## src/rtl/frame_transfer_pkg.sv

```systemverilog
// Shared constants for the frame transfer stage: state encoding, packet
// header magic, the sync-FSM transfer state code and a packet-size helper.
package frame_transfer_pkg;

  localparam logic [2:0] ST_IDLE      = 3'd0;
  localparam logic [2:0] ST_HDR0      = 3'd1;
  localparam logic [2:0] ST_HDR1      = 3'd2;
  localparam logic [2:0] ST_PIXELS    = 3'd3;
  localparam logic [2:0] ST_TRAILER   = 3'd4;
  localparam logic [2:0] ST_DONE_WAIT = 3'd5;

  localparam logic [15:0] HDR_MAGIC   = 16'hA55A;

  // State code the sync FSM drives while it wants a frame moved to the host.
  localparam logic [1:0]  SM_TRANSFER = 2'd2;

  // Words per completed packet: two header words, the pixels, one checksum.
  function automatic int frame_words(input int cols, input int rows);
    return cols * rows + 3;
  endfunction

endpackage

```

## src/rtl/frame_transfer.sv

```systemverilog
// Frame transfer stage: on a transfer request from the sync FSM, packs one
// sensor frame as {magic, tag, pixels..., checksum} into the 16-bit USB FIFO
// and reports completion with DONE.
//
// state        | meaning
// -------------+--------------------------------------------------------
// ST_IDLE      | waiting for iSTATE==transfer with the host file open
// ST_HDR0      | write HDR_MAGIC when the FIFO has room
// ST_HDR1      | write {8'h00, latched tag} when the FIFO has room
// ST_PIXELS    | accept pixels, write each one, accumulate checksum
// ST_TRAILER   | write the 16-bit checksum when the FIFO has room
// ST_DONE_WAIT | hold DONE until the sync FSM leaves the transfer state
module frame_transfer #(
  parameter int          COLS      = 640,
  parameter int          ROWS      = 480,
  parameter int          CNT_W     = 19,
  parameter logic [15:0] HDR_MAGIC = frame_transfer_pkg::HDR_MAGIC
) (
  input  logic        CLOCK,
  input  logic        RESET,
  input  logic [1:0]  iSTATE,
  input  logic        iFILE_OPEN,
  input  logic [7:0]  iTAG,
  input  logic [9:0]  iPIX,
  input  logic        iPIX_VALID,
  output logic        oPIX_READY,
  output logic [15:0] oDATA,
  output logic        oWR,
  input  logic        iFULL,
  output logic        DONE,
  output logic        oBUSY
);

  import frame_transfer_pkg::*;

  localparam logic [CNT_W-1:0] LAST_PIX = CNT_W'(COLS * ROWS - 1);

  logic [2:0]       state;
  logic [CNT_W-1:0] pix_cnt;
  logic [15:0]      checksum;
  logic [7:0]       tag_q;
  logic             accept;

  // Pixel handshake: ready only while streaming pixels and the FIFO has room.
  always_comb begin
    oPIX_READY = (state == ST_PIXELS) && !iFULL;
    accept     = oPIX_READY && iPIX_VALID;
    oBUSY      = (state != ST_IDLE);
  end

  // Packet sequencer: registered FIFO writes, checksum, tag latch and DONE.
  always_ff @(posedge CLOCK or posedge RESET) begin
    if (RESET) begin
      state    <= ST_IDLE;
      oWR      <= 1'b0;
      oDATA    <= 16'h0000;
      DONE     <= 1'b0;
      pix_cnt  <= '0;
      checksum <= 16'h0000;
      tag_q    <= 8'h00;
    end else begin
      oWR <= 1'b0;
      if (!iFILE_OPEN) begin
        // Host closed the file: drop the partial packet, no trailer.
        state <= ST_IDLE;
        DONE  <= 1'b0;
      end else begin
        case (state)
          ST_IDLE: begin
            DONE <= 1'b0;
            if (iSTATE == SM_TRANSFER) begin
              tag_q    <= iTAG;
              pix_cnt  <= '0;
              checksum <= 16'h0000;
              state    <= ST_HDR0;
            end
          end
          ST_HDR0: begin
            if (!iFULL) begin
              oDATA <= HDR_MAGIC;
              oWR   <= 1'b1;
              state <= ST_HDR1;
            end
          end
          ST_HDR1: begin
            if (!iFULL) begin
              oDATA <= {8'h00, tag_q};
              oWR   <= 1'b1;
              state <= ST_PIXELS;
            end
          end
          ST_PIXELS: begin
            if (accept) begin
              oDATA    <= {6'b0, iPIX};
              oWR      <= 1'b1;
              checksum <= checksum + {6'b0, iPIX};
              pix_cnt  <= pix_cnt + CNT_W'(1);
              if (pix_cnt == LAST_PIX) begin
                state <= ST_TRAILER;
              end
            end
          end
          ST_TRAILER: begin
            if (!iFULL) begin
              oDATA <= checksum;
              oWR   <= 1'b1;
              DONE  <= 1'b1;
              state <= ST_DONE_WAIT;
            end
          end
          ST_DONE_WAIT: begin
            // The sync FSM updates on negedge; keep DONE up until it moves on.
            if (iSTATE != SM_TRANSFER) begin
              DONE  <= 1'b0;
              state <= ST_IDLE;
            end
          end
          default: begin
            DONE  <= 1'b0;
            state <= ST_IDLE;
          end
        endcase
      end
    end
  end

endmodule

```

## config.mk

```make
export PLATFORM = sky130hd
export DESIGN_NAME = frame_transfer
export DESIGN_NICKNAME = d
export VERILOG_FILES = /design/src/rtl/frame_transfer_pkg.sv /design/src/rtl/frame_transfer.sv
export SDC_FILE = /design/constraint.sdc
export NUM_CORES = 1
export LEC_CHECK = 0
export ABC_AREA = 1
export CAP_MARGIN = 5
export CORE_UTILIZATION = 56
export CTS_CLUSTER_DIAMETER = 50
export CTS_CLUSTER_SIZE = 8
export DETAILED_ROUTE_END_ITERATION = 10
export MAX_ROUTING_LAYER = met4
export PLACE_DENSITY = 0.8
export RECOVER_POWER = 100
export SLEW_MARGIN = 10
export SYNTH_ARGS = -nofsm -noshare
export SYNTH_HDL_FRONTEND = slang
export SYNTH_SLANG_ARGS = --single-unit
```

## constraint.sdc

```tcl
create_clock -name CLOCK -period 4.1 [get_ports CLOCK]
set_input_delay 0.41 -clock CLOCK [delete_from_list [all_inputs] [get_ports CLOCK]]
set_output_delay 0.41 -clock CLOCK [all_outputs]
set_load 0.02 [all_outputs]
```

==> results.cfg, run 1 <==
[yosys]
yosysTopAreaCell = dfrtp_1
synth_cell_types = 39
syn-cell-area_um2 = 3940
synth_ff_type = dfrtp_1
avgSynthCellArea_um2 = 7.12
ys_top_cells_by_area = dfrtp_1 41%, nand2_1 18%, nor2_1 5.9%, inv_1 5.0%, nand3_1 4.4%
yosysWarnings = 0
syn-num-nets = 590
synthArstFlopShare = 1.00
syn_inst = 553
synth_edf_count = 0
yosysSeqAreaShare = 0.406
synth-seq-cells = 64
synth_top_area_frac = 0.406

[clock_network]
hold_buffers = 0
numClockSinks = 64
ctsHtreeMaxLevel = 3
cts_resized = 0
cts_root_buffer = clkbuf_8
numCtsBuffers = 9
cts_tree = done
clk_pin_slew_ps = 80
clockBufferDepth = 2
post_cts_buffers = 0
clk_latency_ps = 350

[timing]
period_minus_slack_ps = 2910
setup_viol = 0
hold_slack_ps = 478
relSlewSlack = -0.239
fmax_mhz = 344
rsz0062_at_grt = false
worst_pin_slew_ps = 1860
drv_slew = 50
finClkSkew_ps = 6.16
setup-tns-final_ps = 0
min_period_over_period = 0.709
hold_violations = 0

[critical_path]
worstSetupEndpointType = flip-flop
worstPathMaxFanout = 31
r2r-start = state[0]
startpoint_type = input pin
critPathLaunch = iFILE_OPEN
r2r_cells = 9
cp.required_ps = 4370
crit_arrival_ps = 3180
critPathKind = in2reg

[pwr]
pwr-share-comb = 0.372
p_clk_frac = 0.251
leakage_nw = 2.24
p_switching_mw = 0.948
p_seq_frac = 0.377
peakVddDrop_mv = 0.219
p_int_mw = 1.47
swShare = 0.392
powerDensity_nw_per_um2 = 524

[drt]
via_per_inst = 5.43
ant_nets = 0
drtIter0Drc = 223
dr.pass1.iters = 5
drt-total-wl_um = 9530
wl_per_cell_um = 13.6
vias = 3799
drc = 0

[die]
die_w_um = 85.9
die_h_um = 85.9
dieArea_um2 = 7380
start_util = 0.580
rows = 30
io_pins = 45
core_area_um2 = 6790

[cells_and_area]
num-fill-cells = 604
layout-drive-gt1-share = 0.0564
multiInputGateArea_um2 = 1990
layout_commonest_cell = nand2_1
layout_common_cells = 191 x nand2_1, 64 x dfrtp_1, 62 x nor2_1
layout.nets = 635
syn2layout_area_growth_pct = 17.1
seqCellArea_um2 = 1600
antenna_cells = 0

[outcome]
status = finished with violations
violations = capacitance limit, slew limit

[global_routing]
antenna_found_initial = 0
grt_pass1_wl_um = 16100
grt.total_usage = 0.292
grt_max_degree = 50
overflow = 0
grt_pass1_vias = 3423

[hold_path]
hp-start = oDATA[9]
hold_depth = 2
hold_class = reg2reg

[placed_design]
io_buffers = 44
routabilityCongestion = 0.909
dp_hpwl_um = 7040

[job]
drv_cap = 1
-- worst paths after layout --
check,endpoint,slack [ps]
setup / recovery,checksum[7],1190
hold / removal,oDATA[9],480
setup reg to reg,oDATA[13],1260
hold reg to reg,oDATA[9],480
max in group asynchronous,pix_cnt[8],1450
min in group asynchronous,tag_q[4],1100
-- per-layer routing --
layer / part of all wire / global-route usage
met1: 0.47 / 0.392
met2: 0.45 / 0.437
met3: 0.057 / 0.0568
met4: 0.027 / 0.114
met5: 0 / -
-- state kept, by name, indices dropped and copies added, names as in the netlist --
register / count
state: 3
tag_q: 8
DONE: 1
checksum: 16
oWR: 1
oDATA: 16
pix_cnt: 19
-- Yosys cell counts, types with 4 or more instances --
library cell / number
o21ai_0: 28
nand4_1: 7
a21oi_1: 16
buf_6: 4
xnor2_1: 4
dfrtp_1: 64
nor2_1: 62
nor3_1: 11
inv_2: 8
ha_1: 11
inv_1: 52
nand3_1: 35
nand2_2: 6
o22ai_1: 4
o21ai_1: 15
nand2_1: 187
xor2_1: 6
buf_2: 5
-- power by group through the flow --
| stage | clock network [mW] | registers [mW] | logic (mW) |
|---|---|---|---|
| 2_1_floorplan | 0 | 0.990 | 0.569 |
| 3_3_place_gp | 0 | 0.919 | 0.929 |
| 3_5_place_dp | 0 | 0.923 | 0.947 |
| 4_1_cts | 0.609 | 0.912 | 0.951 |
| 5_1_grt | 0.637 | 0.933 | 1.02 |
| 6_report | 0.606 | 0.912 | 0.898 |
-- cell families (layout without fill, tap and decap cells) --
| family | after synthesis | count (layout) | synth area share |
|---|---|---|---|
| buffers and inverters | 73 | 123 | 0.0803 |
| AND/OR/NAND/NOR | 320 | 320 | 0.347 |
| adder cells (fa/ha/maj) | 12 | 12 | 0.0400 |
| flip-flops | 64 | 64 | 0.406 |
| AO/OA/AOI/OAI | 74 | 74 | 0.104 |
| XOR/XNOR | 10 | 10 | 0.0222 |
-- area by class of cell --
class,instances,area share
multi-input combinational,416,0.432
sequential,64,0.347
timing repair buffer,45,0.0963
inverter,62,0.0510
clock buffer,9,0.0269
tap,96,0.0260
clock inverter,7,0.0209
-- through the flow --
step | setup slack (ps) | total power, mW | cell area (um2) | std cells | utilization
3_5_place_dp | 1390 | 1.87 | 4430 | 683 | 0.652
5_1_grt | 952 | 2.59 | 4610 | 699 | 0.679
4_1_cts | 1700 | 2.47 | 4650 | 699 | 0.684
2_1_floorplan | 2090 | 1.56 | 3940 | 553 | -
6_report | 1190 | 2.42 | 4610 | 699 | 0.679
3_3_place_gp | 1480 | 1.85 | 4430 | 683 | 0.652
-- critical path, cell delays in order --
cell           delay [ps]
dlygate4sd3_1         670
inv_1                 130
nor2_2                110
nand2_1               380
nand2_1               280
nand2_4               200
inv_4                 300
nand2_1               230
inv_1                 230
nand2_1                70
o21ai_0               140
Power figures use the tool's default switching activity.
==> run 2: changes to the inputs <==
Settings changed: CORE_UTILIZATION 56 to 51, PLACE_DENSITY 0.8 to 0.76.
Clock period 4.1 ns to 2.6 ns, I/O delays scaled along.
==> run 2 against run 1 <==
Effect of this change: the flow now finishes without violations; power increased by 60%; die area increased by 9.6%; combinational power increased by 60%; first-iteration DRC count increased by 5.4%; worst hold slack got worse by 9.6 ps; register-to-register slack got worse by 900 ps; global-route usage decreased by 2.4 points; clock skew increased by 6.0 ps; non-clock buffer count increased by 6; cell area increased by 1.4%; worst setup slack got worse by 830 ps; core utilization decreased by 4.5 points; critical path type is now reg2reg; largest power group unchanged.
==> results.cfg, run 2 (synthesis gave the netlist of run 1 again) <==
[critical_path]
r2r-start = state[2]
cp.required_ps = 2860
reg2reg_slack_ps = 360
max_stage_delay_ps = 450
r2r_end = checksum[7]
cp_slowest_cell = dfrtp_1
critPathKind = reg2reg
r2r_cells = 11
cp_common_cell = nand2_1
worstPathMaxFanout = 22
startpoint_type = flip-flop
worstPathCellList = inv_1, nand2_1, nor2_8, nand2_2, nand2_1, nand2_4, inv_4, nand2_2, inv_2, nand2_1, o21ai_1
worstSetupEndpointType = flip-flop
crit_arrival_ps = 2500

[drt]
wl_per_cell_um = 13.9
drtIter0Drc = 235
ant_nets = 0
drc = 0
via_per_inst = 5.31
dr.pass1.iters = 5
drt-total-wl_um = 9830
vias = 3756

[timing]
rsz0062_at_grt = false
finClkSkew_ps = 12.2
hold_violations = 0
min_period_over_period = 0.860
relSlewSlack = 0.335
period_minus_slack_ps = 2240
drv_slew = 0
fmax_mhz = 447
setup-tns-final_ps = 0
worst_pin_slew_ps = 998
setup_viol = 0

[clock_network]
numClockSinks = 64
clk_pin_slew_ps = 80
cts_tree = done
hold_buffers = 0
cts_resized = 0
numCtsBuffers = 9
clockBufferDepth = 2
ctsHtreeMaxLevel = 3
cts_root_buffer = clkbuf_8
clk_latency_ps = 340
post_cts_buffers = 0

[global_routing]
grt.total_usage = 0.268
antenna_found_initial = 0
grt_pass1_wl_um = 16700
overflow = 0
grt_max_degree = 29
grt_pass1_vias = 3591

[placed_design]
io_buffers = 44
dp_hpwl_um = 7400
routabilityCongestion = 0.974

[pwr]
finalPower_mw = 3.86
pwr-share-comb = 0.373
powerDensity_nw_per_um2 = 825
p_int_mw = 2.34
swShare = 0.393
p_seq_frac = 0.373
leakage_nw = 2.28
peakVddDrop_mv = 0.401
p_clk_frac = 0.254
p_switching_mw = 1.52

[die]
core_area_um2 = 7370
start_util = 0.535
io_pins = 45
die_h_um = 89.9
dieArea_um2 = 8080
rows = 31
die_w_um = 89.9

[cells_and_area]
largest_register_ff_count = 19
regMostFlops = pix_cnt
syn2layout_area_growth_pct = 18.6
layout.nets = 641
largestRegisters = pix_cnt x19, checksum x16, oDATA x16
layout-drive-gt1-share = 0.0673
layout_common_cells = 190 x nand2_1, 64 x dfrtp_1, 63 x nor2_1
antenna_cells = 0
layout_commonest_cell = nand2_1

[hold_path]
hold_depth = 3
hp-start = iTAG[7]
min_to = tag_q[7]
hold_class = in2reg

[job]
drv_cap = 0

[outcome]
status = completed
[run 2: changes by cell type in the layout (fill, tap and decap cells not counted), moves of 2 or more]
cell | before | now
buf_4 | 0 | 4
clkbuf_2 | 0 | 2
clkinvlp_4 | 3 | 1
inv_6 | 0 | 2
[run 2: worst max-delay path: cells and delay by family (launching register included)]
kind / cells / cell delay, ps
flops: 1 / 450
simple gates: 7 / 1020
buf+inv: 3 / 510
compound gates: 1 / 160
[run 2: worst max path at each step]
stage / startpoint / endpoint / slack, ps / cells past startpoint
final: state[2] / checksum[7] / 360 / 11
after global placement: iPIX[0] / checksum[6] / 450 / 9
after global routing: state[2] / checksum[7] / 190 / 11
after floorplan: RESET / DONE / 740 / 1
after detailed placement: iFILE_OPEN / pix_cnt[2] / 410 / 11
after CTS: state[2] / checksum[7] / 510 / 11
[run 2: layer usage]
metal,vias up,routed length [um],track usage
li1,1877,-,-
met1,1707,4520,0.340
met2,143,4440,0.423
met3,29,574,0.0491
met4,0,293,0.117
met5,-,0,-
[run 2: power by group through the flow]
stage | Sequential (mW) | Clock, mW | Combinational [mW]
after floorplan | 1.56 | 0 | 0.897
after global placement | 1.45 | 0 | 1.48
after detailed placement | 1.46 | 0 | 1.51
after CTS | 1.44 | 0.995 | 1.52
after global routing | 1.47 | 1.04 | 1.61
final | 1.44 | 0.980 | 1.44
[run 2: cell type report]
cell class	count	area, um2
Sequential cell	64	1600
Clock buffer	9	124
Multi-Input combinational cell	416	2000
Tap cell	99	124
Clock inverter	7	103
Inverter	62	235
Fill cell	709	2700
Timing Repair Buffer	51	484
[run 2: metrics by stage]
| step | setup WS [ps] | instance area (um2) | util | hold WS (ps) | instances |
|---|---|---|---|---|---|
| 2_1_floorplan | 742 | 3940 | - | 370 | 553 |
| 3_3_place_gp | 452 | 4480 | 0.607 | 463 | 692 |
| 5_1_grt | 194 | 4670 | 0.634 | 473 | 708 |
| 3_5_place_dp | 413 | 4480 | 0.607 | 464 | 692 |
| 6_report | 363 | 4670 | 0.634 | 468 | 708 |
| 4_1_cts | 508 | 4700 | 0.638 | 272 | 708 |
==> run 3: changes to the inputs <==
Settings changed: SKIP_CTS_REPAIR_TIMING set to 1.
==> results of run 3 <==
Final layout, timing and power as in run 2 (identical DEF).
